File: src/rtl/vfa_pkg.sv
// ---------------------------------------------------------------------------
// vfa_pkg : shared types and default geometry for video_frame_arbiter
// Rev 1.0
// ---------------------------------------------------------------------------
`default_nettype none

package vfa_pkg;

  localparam int VFA_DATA_W         = 96;
  localparam int VFA_LINES          = 64;
  localparam int VFA_BEATS_PER_LINE = 16;
  localparam int VFA_CNT_W          = 16;

  typedef enum logic [1:0] {
    IDLE   = 2'd0,
    GRANT0 = 2'd1,
    GRANT1 = 2'd2
  } vfa_state_t;

  function automatic logic [VFA_CNT_W-1:0] vfa_sat_add(
    input logic [VFA_CNT_W-1:0] a,
    input logic [1:0]           b
  );
    logic [VFA_CNT_W:0] sum;
    sum = {1'b0, a} + {{(VFA_CNT_W-1){1'b0}}, b};
    return sum[VFA_CNT_W] ? {VFA_CNT_W{1'b1}} : sum[VFA_CNT_W-1:0];
  endfunction

endpackage

`default_nettype wire

File: src/rtl/video_frame_arbiter_if.sv
// ---------------------------------------------------------------------------
// video_frame_arbiter_if : AXI4-Stream video channel (tdata/tvalid/tuser/tlast/tready)
// Rev 1.0
// ---------------------------------------------------------------------------
`default_nettype none

interface video_frame_arbiter_if #(
  parameter int DATA_W = 96
) ();

  logic [DATA_W-1:0] tdata;
  logic              tvalid;
  logic              tuser;
  logic              tlast;
  logic              tready;

  modport master (output tdata, output tvalid, output tuser, output tlast, input  tready);
  modport slave  (input  tdata, input  tvalid, input  tuser, input  tlast, output tready);

endinterface

`default_nettype wire

File: src/rtl/vfa_geom_check.sv
// ---------------------------------------------------------------------------
// vfa_geom_check : per-line beat counter with sticky geometry error flag
// Rev 1.0
// ---------------------------------------------------------------------------
`default_nettype none

module vfa_geom_check
  import vfa_pkg::*;
#(
  parameter int BEATS_PER_LINE = VFA_BEATS_PER_LINE
) (
  input  wire logic i_clk,
  input  wire logic i_rst_n,
  input  wire logic i_accept,
  input  wire logic i_tuser,
  input  wire logic i_tlast,
  input  wire logic i_frame_done,
  output logic      o_geom_err
);

  localparam int BEAT_W = (BEATS_PER_LINE > 1) ? $clog2(BEATS_PER_LINE) : 1;
  localparam logic [BEAT_W-1:0] LAST_BEAT = BEAT_W'(BEATS_PER_LINE - 1);

  logic [BEAT_W-1:0] r_beat;
  logic              r_first;
  logic              r_err;
  logic              w_at_last;
  logic              w_bad;

  assign w_at_last = (r_beat == LAST_BEAT);
  assign w_bad     = i_accept & ((i_tlast & ~w_at_last) |
                                 (~i_tlast & w_at_last) |
                                 (i_tuser & ~r_first));

  // A line that overruns its last beat restarts counting so later lines still check.
  always_ff @(posedge i_clk or negedge i_rst_n) begin
    if (!i_rst_n) begin
      r_beat  <= '0;
      r_first <= 1'b1;
      r_err   <= 1'b0;
    end else begin
      if (w_bad) begin
        r_err <= 1'b1;
      end
      if (i_accept) begin
        r_beat  <= (i_tlast | w_at_last) ? '0 : r_beat + 1'b1;
        r_first <= i_frame_done;
      end
    end
  end

  assign o_geom_err = r_err;

endmodule

`default_nettype wire

File: src/rtl/video_frame_arbiter.sv
// ---------------------------------------------------------------------------
// video_frame_arbiter : two-source frame-granular video stream arbiter
// Optional geometry checker enabled by macro VFA_GEOM_CHECK_EN.  Rev 1.0
// ---------------------------------------------------------------------------
`default_nettype none

module video_frame_arbiter
  import vfa_pkg::*;
#(
  parameter int DATA_W         = VFA_DATA_W,
  parameter int LINES          = VFA_LINES,
  parameter int BEATS_PER_LINE = VFA_BEATS_PER_LINE
) (
  input  wire logic               s_axis_video_aclk,
  input  wire logic               s_axis_video_aresetn,
  video_frame_arbiter_if.slave    S0,
  video_frame_arbiter_if.slave    S1,
  video_frame_arbiter_if.master   VIDEO_OUT,
  output logic [1:0]              grant,
  output logic [VFA_CNT_W-1:0]    frame_cnt,
  output logic [VFA_CNT_W-1:0]    drop_cnt,
  output logic                    geom_err
);

  localparam int LINE_W = (LINES > 1) ? $clog2(LINES) : 1;
  localparam logic [LINE_W-1:0] LAST_LINE = LINE_W'(LINES - 1);

  vfa_state_t           r_state;
  vfa_state_t           w_state_next;
  logic                 r_last_s1;
  logic [LINE_W-1:0]    r_line_cnt;
  logic [VFA_CNT_W-1:0] r_frame_cnt;
  logic [VFA_CNT_W-1:0] r_drop_cnt;

  logic [DATA_W-1:0]    w_sel_data;
  logic                 w_sel_valid;
  logic                 w_sel_user;
  logic                 w_sel_last;
  logic                 w_accept;
  logic                 w_frame_done;
  logic                 w_req0;
  logic                 w_req1;
  logic                 w_drop0;
  logic                 w_drop1;

  // Output mux: zero-latency passthrough of the granted source, all zeros when idle.
  always_comb begin
    w_sel_data  = '0;
    w_sel_valid = 1'b0;
    w_sel_user  = 1'b0;
    w_sel_last  = 1'b0;
    case (r_state)
      GRANT0: begin
        w_sel_data  = S0.tdata;
        w_sel_valid = S0.tvalid;
        w_sel_user  = S0.tuser;
        w_sel_last  = S0.tlast;
      end
      GRANT1: begin
        w_sel_data  = S1.tdata;
        w_sel_valid = S1.tvalid;
        w_sel_user  = S1.tuser;
        w_sel_last  = S1.tlast;
      end
      default: ;
    endcase
  end

  assign VIDEO_OUT.tdata  = w_sel_data;
  assign VIDEO_OUT.tvalid = w_sel_valid;
  assign VIDEO_OUT.tuser  = w_sel_user;
  assign VIDEO_OUT.tlast  = w_sel_last;

  assign w_accept     = w_sel_valid & VIDEO_OUT.tready;
  assign w_frame_done = w_accept & w_sel_last & (r_line_cnt == LAST_LINE);
  assign w_req0       = S0.tvalid & S0.tuser;
  assign w_req1       = S1.tvalid & S1.tuser;

  always_comb begin
    w_state_next = r_state;
    grant        = 2'b00;
    S0.tready    = 1'b0;
    S1.tready    = 1'b0;
    w_drop0      = 1'b0;
    w_drop1      = 1'b0;
    case (r_state)
      IDLE: begin
        // Pre-SOF beats are swallowed; gated by reset so tready stays low while held.
        w_drop0   = S0.tvalid & ~S0.tuser & s_axis_video_aresetn;
        w_drop1   = S1.tvalid & ~S1.tuser & s_axis_video_aresetn;
        S0.tready = w_drop0;
        S1.tready = w_drop1;
        if (w_req0 && w_req1) begin
          w_state_next = r_last_s1 ? GRANT0 : GRANT1;
        end else if (w_req0) begin
          w_state_next = GRANT0;
        end else if (w_req1) begin
          w_state_next = GRANT1;
        end
      end
      GRANT0: begin
        grant     = 2'b01;
        S0.tready = VIDEO_OUT.tready;
        if (w_frame_done) begin
          w_state_next = IDLE;
        end
      end
      GRANT1: begin
        grant     = 2'b10;
        S1.tready = VIDEO_OUT.tready;
        if (w_frame_done) begin
          w_state_next = IDLE;
        end
      end
      default: w_state_next = IDLE;
    endcase
  end

  always_ff @(posedge s_axis_video_aclk or negedge s_axis_video_aresetn) begin
    if (!s_axis_video_aresetn) begin
      r_state     <= IDLE;
      r_last_s1   <= 1'b1;
      r_line_cnt  <= '0;
      r_frame_cnt <= '0;
      r_drop_cnt  <= '0;
    end else begin
      r_state <= w_state_next;
      if (w_accept && w_sel_last) begin
        r_line_cnt <= w_frame_done ? '0 : r_line_cnt + 1'b1;
      end
      if (w_frame_done) begin
        r_frame_cnt <= r_frame_cnt + 1'b1;
        r_last_s1   <= (r_state == GRANT1);
      end
      if (w_drop0 || w_drop1) begin
        r_drop_cnt <= vfa_sat_add(r_drop_cnt, {1'b0, w_drop0} + {1'b0, w_drop1});
      end
    end
  end

  assign frame_cnt = r_frame_cnt;
  assign drop_cnt  = r_drop_cnt;

`ifdef VFA_GEOM_CHECK_EN
  vfa_geom_check #(
    .BEATS_PER_LINE (BEATS_PER_LINE)
  ) u_geom_check (
    .i_clk        (s_axis_video_aclk),
    .i_rst_n      (s_axis_video_aresetn),
    .i_accept     (w_accept),
    .i_tuser      (w_sel_user),
    .i_tlast      (w_sel_last),
    .i_frame_done (w_frame_done),
    .o_geom_err   (geom_err)
  );
`else
  assign geom_err = 1'b0;
`endif

endmodule

`default_nettype wire

File: src/flat_wrapper.sv
// flat-port wrapper written by rule: the top's interface ports become plain ports
module video_frame_arbiter_flat import vfa_pkg::*;
#(
  parameter int DATA_W         = VFA_DATA_W,
  parameter int LINES          = VFA_LINES,
  parameter int BEATS_PER_LINE = VFA_BEATS_PER_LINE
)
  (s_axis_video_aclk, s_axis_video_aresetn, grant, frame_cnt, drop_cnt, geom_err, S0_tdata, S0_tvalid, S0_tuser, S0_tlast, S0_tready, S1_tdata, S1_tvalid, S1_tuser, S1_tlast, S1_tready, VIDEO_OUT_tdata, VIDEO_OUT_tvalid, VIDEO_OUT_tuser, VIDEO_OUT_tlast, VIDEO_OUT_tready);
  video_frame_arbiter_if #(.DATA_W(DATA_W)) S0_i ();
  video_frame_arbiter_if #(.DATA_W(DATA_W)) S1_i ();
  video_frame_arbiter_if #(.DATA_W(DATA_W)) VIDEO_OUT_i ();
  input  wire logic s_axis_video_aclk;
  input  wire logic s_axis_video_aresetn;
  output logic [1:0] grant;
  output logic [VFA_CNT_W-1:0] frame_cnt;
  output logic [VFA_CNT_W-1:0] drop_cnt;
  output logic geom_err;
  input wire logic [$bits(S0_i.tdata)-1:0] S0_tdata;
  input wire logic [$bits(S0_i.tvalid)-1:0] S0_tvalid;
  input wire logic [$bits(S0_i.tuser)-1:0] S0_tuser;
  input wire logic [$bits(S0_i.tlast)-1:0] S0_tlast;
  output wire logic [$bits(S0_i.tready)-1:0] S0_tready;
  input wire logic [$bits(S1_i.tdata)-1:0] S1_tdata;
  input wire logic [$bits(S1_i.tvalid)-1:0] S1_tvalid;
  input wire logic [$bits(S1_i.tuser)-1:0] S1_tuser;
  input wire logic [$bits(S1_i.tlast)-1:0] S1_tlast;
  output wire logic [$bits(S1_i.tready)-1:0] S1_tready;
  output wire logic [$bits(VIDEO_OUT_i.tdata)-1:0] VIDEO_OUT_tdata;
  output wire logic [$bits(VIDEO_OUT_i.tvalid)-1:0] VIDEO_OUT_tvalid;
  output wire logic [$bits(VIDEO_OUT_i.tuser)-1:0] VIDEO_OUT_tuser;
  output wire logic [$bits(VIDEO_OUT_i.tlast)-1:0] VIDEO_OUT_tlast;
  input wire logic [$bits(VIDEO_OUT_i.tready)-1:0] VIDEO_OUT_tready;
  assign S0_i.tdata = S0_tdata;
  assign S0_i.tvalid = S0_tvalid;
  assign S0_i.tuser = S0_tuser;
  assign S0_i.tlast = S0_tlast;
  assign S0_tready = S0_i.tready;
  assign S1_i.tdata = S1_tdata;
  assign S1_i.tvalid = S1_tvalid;
  assign S1_i.tuser = S1_tuser;
  assign S1_i.tlast = S1_tlast;
  assign S1_tready = S1_i.tready;
  assign VIDEO_OUT_tdata = VIDEO_OUT_i.tdata;
  assign VIDEO_OUT_tvalid = VIDEO_OUT_i.tvalid;
  assign VIDEO_OUT_tuser = VIDEO_OUT_i.tuser;
  assign VIDEO_OUT_tlast = VIDEO_OUT_i.tlast;
  assign VIDEO_OUT_i.tready = VIDEO_OUT_tready;
  video_frame_arbiter #(.DATA_W(DATA_W), .LINES(LINES), .BEATS_PER_LINE(BEATS_PER_LINE)) u_core (.s_axis_video_aclk(s_axis_video_aclk), .s_axis_video_aresetn(s_axis_video_aresetn), .S0(S0_i), .S1(S1_i), .VIDEO_OUT(VIDEO_OUT_i), .grant(grant), .frame_cnt(frame_cnt), .drop_cnt(drop_cnt), .geom_err(geom_err));
endmodule
File: config.mk
export PLATFORM = sky130hd
export DESIGN_NAME = video_frame_arbiter_flat
export DESIGN_NICKNAME = d
export VERILOG_FILES = /design/src/rtl/vfa_pkg.sv /design/src/rtl/video_frame_arbiter_if.sv /design/src/rtl/vfa_geom_check.sv /design/src/rtl/video_frame_arbiter.sv /design/src/flat_wrapper.sv
export SDC_FILE = /design/constraint.sdc
export NUM_CORES = 1
export LEC_CHECK = 0
export CORE_AREA = 2 2 130 132
export DETAILED_ROUTE_END_ITERATION = 8
export DIE_AREA = 0 0 132 134
export HOLD_SLACK_MARGIN = 0.12
export MAX_ROUTING_LAYER = met4
export PLACE_DENSITY = 0.72
export SYNTH_ARGS = -nofsm -noshare
export SYNTH_HDL_FRONTEND = slang
export SYNTH_SLANG_ARGS = --single-unit
File: constraint.sdc
create_clock -name s_axis_video_aclk -period 7.8 [get_ports s_axis_video_aclk]
set_input_delay 0.78 -clock s_axis_video_aclk [delete_from_list [all_inputs] [get_ports s_axis_video_aclk]]
set_output_delay 0.78 -clock s_axis_video_aclk [all_outputs]
set_load 0.01 [all_outputs]
==> flow_metrics.env <==
export IMPL_path_max_fanout=65
export IMPL_seq_area_frac_synth=0.296
export IMPL_relSlewSlack=0.311
export IMPL_cpMaxStageDelayCell="buf_4"
export IMPL_max_stage_delay_ns=0.65
export IMPL_post_route_period_util=0.479
export IMPL_place_gp_congestion=0.889
export IMPL_ios=337
export IMPL_synth_largest_area_cell="dfrtp_1"
export IMPL_maxSlewViolCount=0
export IMPL_cp_cell_sequence="inv_1 -> ha_4 -> buf_4 -> a22oi_1 -> nor2_1 -> clkdlybuf4s50_1"
export IMPL_hp_class="reg -> reg"
export IMPL_synth_warnings=0
export IMPL_tightest_slew_ns=1.03
export IMPL_cts_made_buffers=5
export IMPL_synth_edf_count=0
export IMPL_setup_viol=0
export IMPL_critPathLaunchType="flop"
export IMPL_grt_usage=0.206
export IMPL_clk_pin_slew_ns=0.06
export IMPL_crit_type="reg -> out"
export IMPL_grt_pass1_vias=4467
export IMPL_post_cts_buffers=0
export IMPL_wl_per_cell_um=19.4
export IMPL_skew_ns=0.00305
export IMPL_placementRows=47
export IMPL_cts_tree="yes"
export IMPL_synth_distinct_cells=44
export IMPL_start_util=0.213
export IMPL_r2r_start="u_core.r_state[0]"
export IMPL_first_iter_violations=279
export IMPL_critPathBufInv=3
export IMPL_min_to="u_core.frame_cnt[15]"
export IMPL_cp_end_kind="output pin"
export IMPL_netlist_instances=452
export IMPL_layout_common_cells="clkdlybuf4s50_1, nor2_1, a22oi_1"
export IMPL_place_inst=976
export IMPL_ys_seq_elements=41
export IMPL_ir_drop_v=0.000161
export IMPL_cts_hold_fix_buffers=0
export IMPL_reg2reg_to="u_core.frame_cnt[15]"
export IMPL_power_density_mw_per_mm2=230
export IMPL_die_y_um=134
export IMPL_ys_flop_type="dfrtp_1"
export IMPL_portBuffers=335
export IMPL_cap_violations=0
export IMPL_fillers=1649
export IMPL_holdCritStartpoint="u_core.frame_cnt[15]"
export IMPL_core_mm2=0.0163
export IMPL_nNetsFinal=973
export IMPL_final_min_clock_period_ns=3.74
export IMPL_rrSetupSlack_ns=4.80
export IMPL_h_tree_depth=2
export IMPL_finalHoldViolCount=0
export IMPL_area_growth_pct=107
export IMPL_crit_family="buffers and inverters"
export IMPL_rsz0062_at_grt="false"
export IMPL_place_hpwl_mm=14.9
export IMPL_outcome="complete, no violations"
export IMPL_grt_pass1_wl_mm=27.5
export IMPL_hold_depth=1
export IMPL_avgViaCountPerCell=4.80
export IMPL_tns_ns=0
export IMPL_async_flop_share=1.00
export IMPL_power_leakage_uw=0.00279
export IMPL_yosys_area_top_type_share=0.288
export IMPL_vias=4730
export IMPL_stdcell_count=985
export IMPL_wirelength_mm=19.1
export IMPL_drc=0
export IMPL_grt_ovfl_total=0
export IMPL_antenna_found_initial=1
export IMPL_clock_root_buffer="clkbuf_16"
export IMPL_grt_max_degree=101
export IMPL_syn_avg_cell_area_um2=7.68
export IMPL_r2r_cells=7
export IMPL_antenna_left=0
export IMPL_fmax_mhz=268
export IMPL_critPathLaunch="u_core.r_state[1]"
export IMPL_clock_latency_ns=0.28
export IMPL_cts_buffer_depth=2
export IMPL_cts_num_sinks=41
export IMPL_netlist_area_mm2=0.00347
export IMPL_final_common_cell="clkdlybuf4s50_1"
export IMPL_die_area_mm2=0.0177
export IMPL_synth_area_top_cells="dfrtp_1, a22oi_1, nor2_1"
export IMPL_drive_gt1_frac=0.0393
export IMPL_synth_nets=662
export IMPL_arrival_ns=2.96
export IMPL_cts_resized_gates=0
export IMPL_fp_dieW_um=132
export IMPL_drtPass1Iterations=5
export IMPL_required_ns=7.02
## state kept, by name, summed over array words and instances, names as in the netlist
signal,cells
u_core.r_state,2
u_core.r_last_s1,1
u_core.r_line_cnt,6
u_core.frame_cnt,16
u_core.drop_cnt,16
## metal layers
layer	wire (µm)	up-vias	share of wire	global-route usage
met1	8420	2245	0.44	0.273
met2	8800	224	0.46	0.321
met3	1750	9	0.092	0.0605
li1	-	2252	-	-
met4	136	0	0.0071	0.0217
met5	0	-	0	-
## through the flow
| step | total power [µW] | util | area [µm²] | worst slack [ns] | hold slack (ns) |
|---|---|---|---|---|---|
| final | 1650 | 0.441 | 7180 | 4.06 | 0.467 |
| after global routing | 1750 | 0.441 | 7180 | 3.89 | 0.491 |
| after detailed placement | 1420 | 0.430 | 7010 | 4.23 | 0.467 |
| after CTS | 1670 | 0.441 | 7180 | 4.04 | 0.476 |
| after floorplan | 833 | - | 3470 | 5.19 | 0.437 |
| after global placement | 1410 | 0.430 | 7010 | 4.35 | 0.462 |
## report_power, final
group / leakage, µW / internal [µW] / switching [µW]
logic: 0.00216 / 525 / 622
clock network: 0.0000841 / 160 / 84.6
registers: 0.000546 / 232 / 29.8
total: 0.00279 / 917 / 737
## kinds of logic (layout without fill, tap and decap cells)
family	count (synthesis)	count (layout)	share of synthesized area
and+or+nand+nor	204	204	0.272
xor gates and xnor gates	24	24	0.0606
DFF	41	41	0.296
AOI/OAI and AO/OA	127	127	0.272
buffers and inverters	41	353	0.0476
adders and majority gates	9	9	0.0346
muxes	5	5	0.0162
other	1	2	0.00108
## cell usage after synthesis, types with 3 or more instances
master    instances
a21o_1            3
a21oi_1          12
a22oi_1          98
and3_1            8
buf_1             3
clkbuf_1         30
dfrtp_1          40
ha_1              8
inv_1             5
mux2_2            5
nand2_1          35
nand2b_1          3
nand3_1          14
nand4_1           8
nor2_1          114
nor3_1            7
nor4_4            3
o21ai_0           3
xnor2_1           5
xor2_1           19
## worst max-delay path by stage
stage                                to  slack [ns]  cells past startpoint
global placement    u_core.drop_cnt[12]        4.35                     11
finish              VIDEO_OUT_tdata[11]        4.06                      6
global route        VIDEO_OUT_tdata[91]        3.89                      6
floorplan           u_core.drop_cnt[12]        5.19                      9
CTS                 VIDEO_OUT_tdata[86]        4.04                      6
detailed placement  u_core.drop_cnt[12]        4.23                     11
## worst reg2reg max path: stages (launching register included)
cell and delay, ns:
dfrtp_1 0.42, inv_1 0.18, ha_4 0.46, nand2_1 0.16, o211ai_2 0.34, nand4_1 0.70, nor4_4 0.49, xor2_1 0.17
## final cells by class
type | count | area, µm² | area share
Timing Repair Buffer | 339 | 3380 | 0.470
Multi-Input combinational cell | 370 | 2300 | 0.321
Sequential cell | 41 | 1030 | 0.143
Tap cell | 220 | 275 | 0.0383
Clock buffer | 7 | 143 | 0.0199
Clock inverter | 1 | 30.0 | 0.00418
Inverter | 6 | 23.8 | 0.00331
Antenna cell | 1 | 2.50 | 0.000348
(Power assumes the default switching activity.)
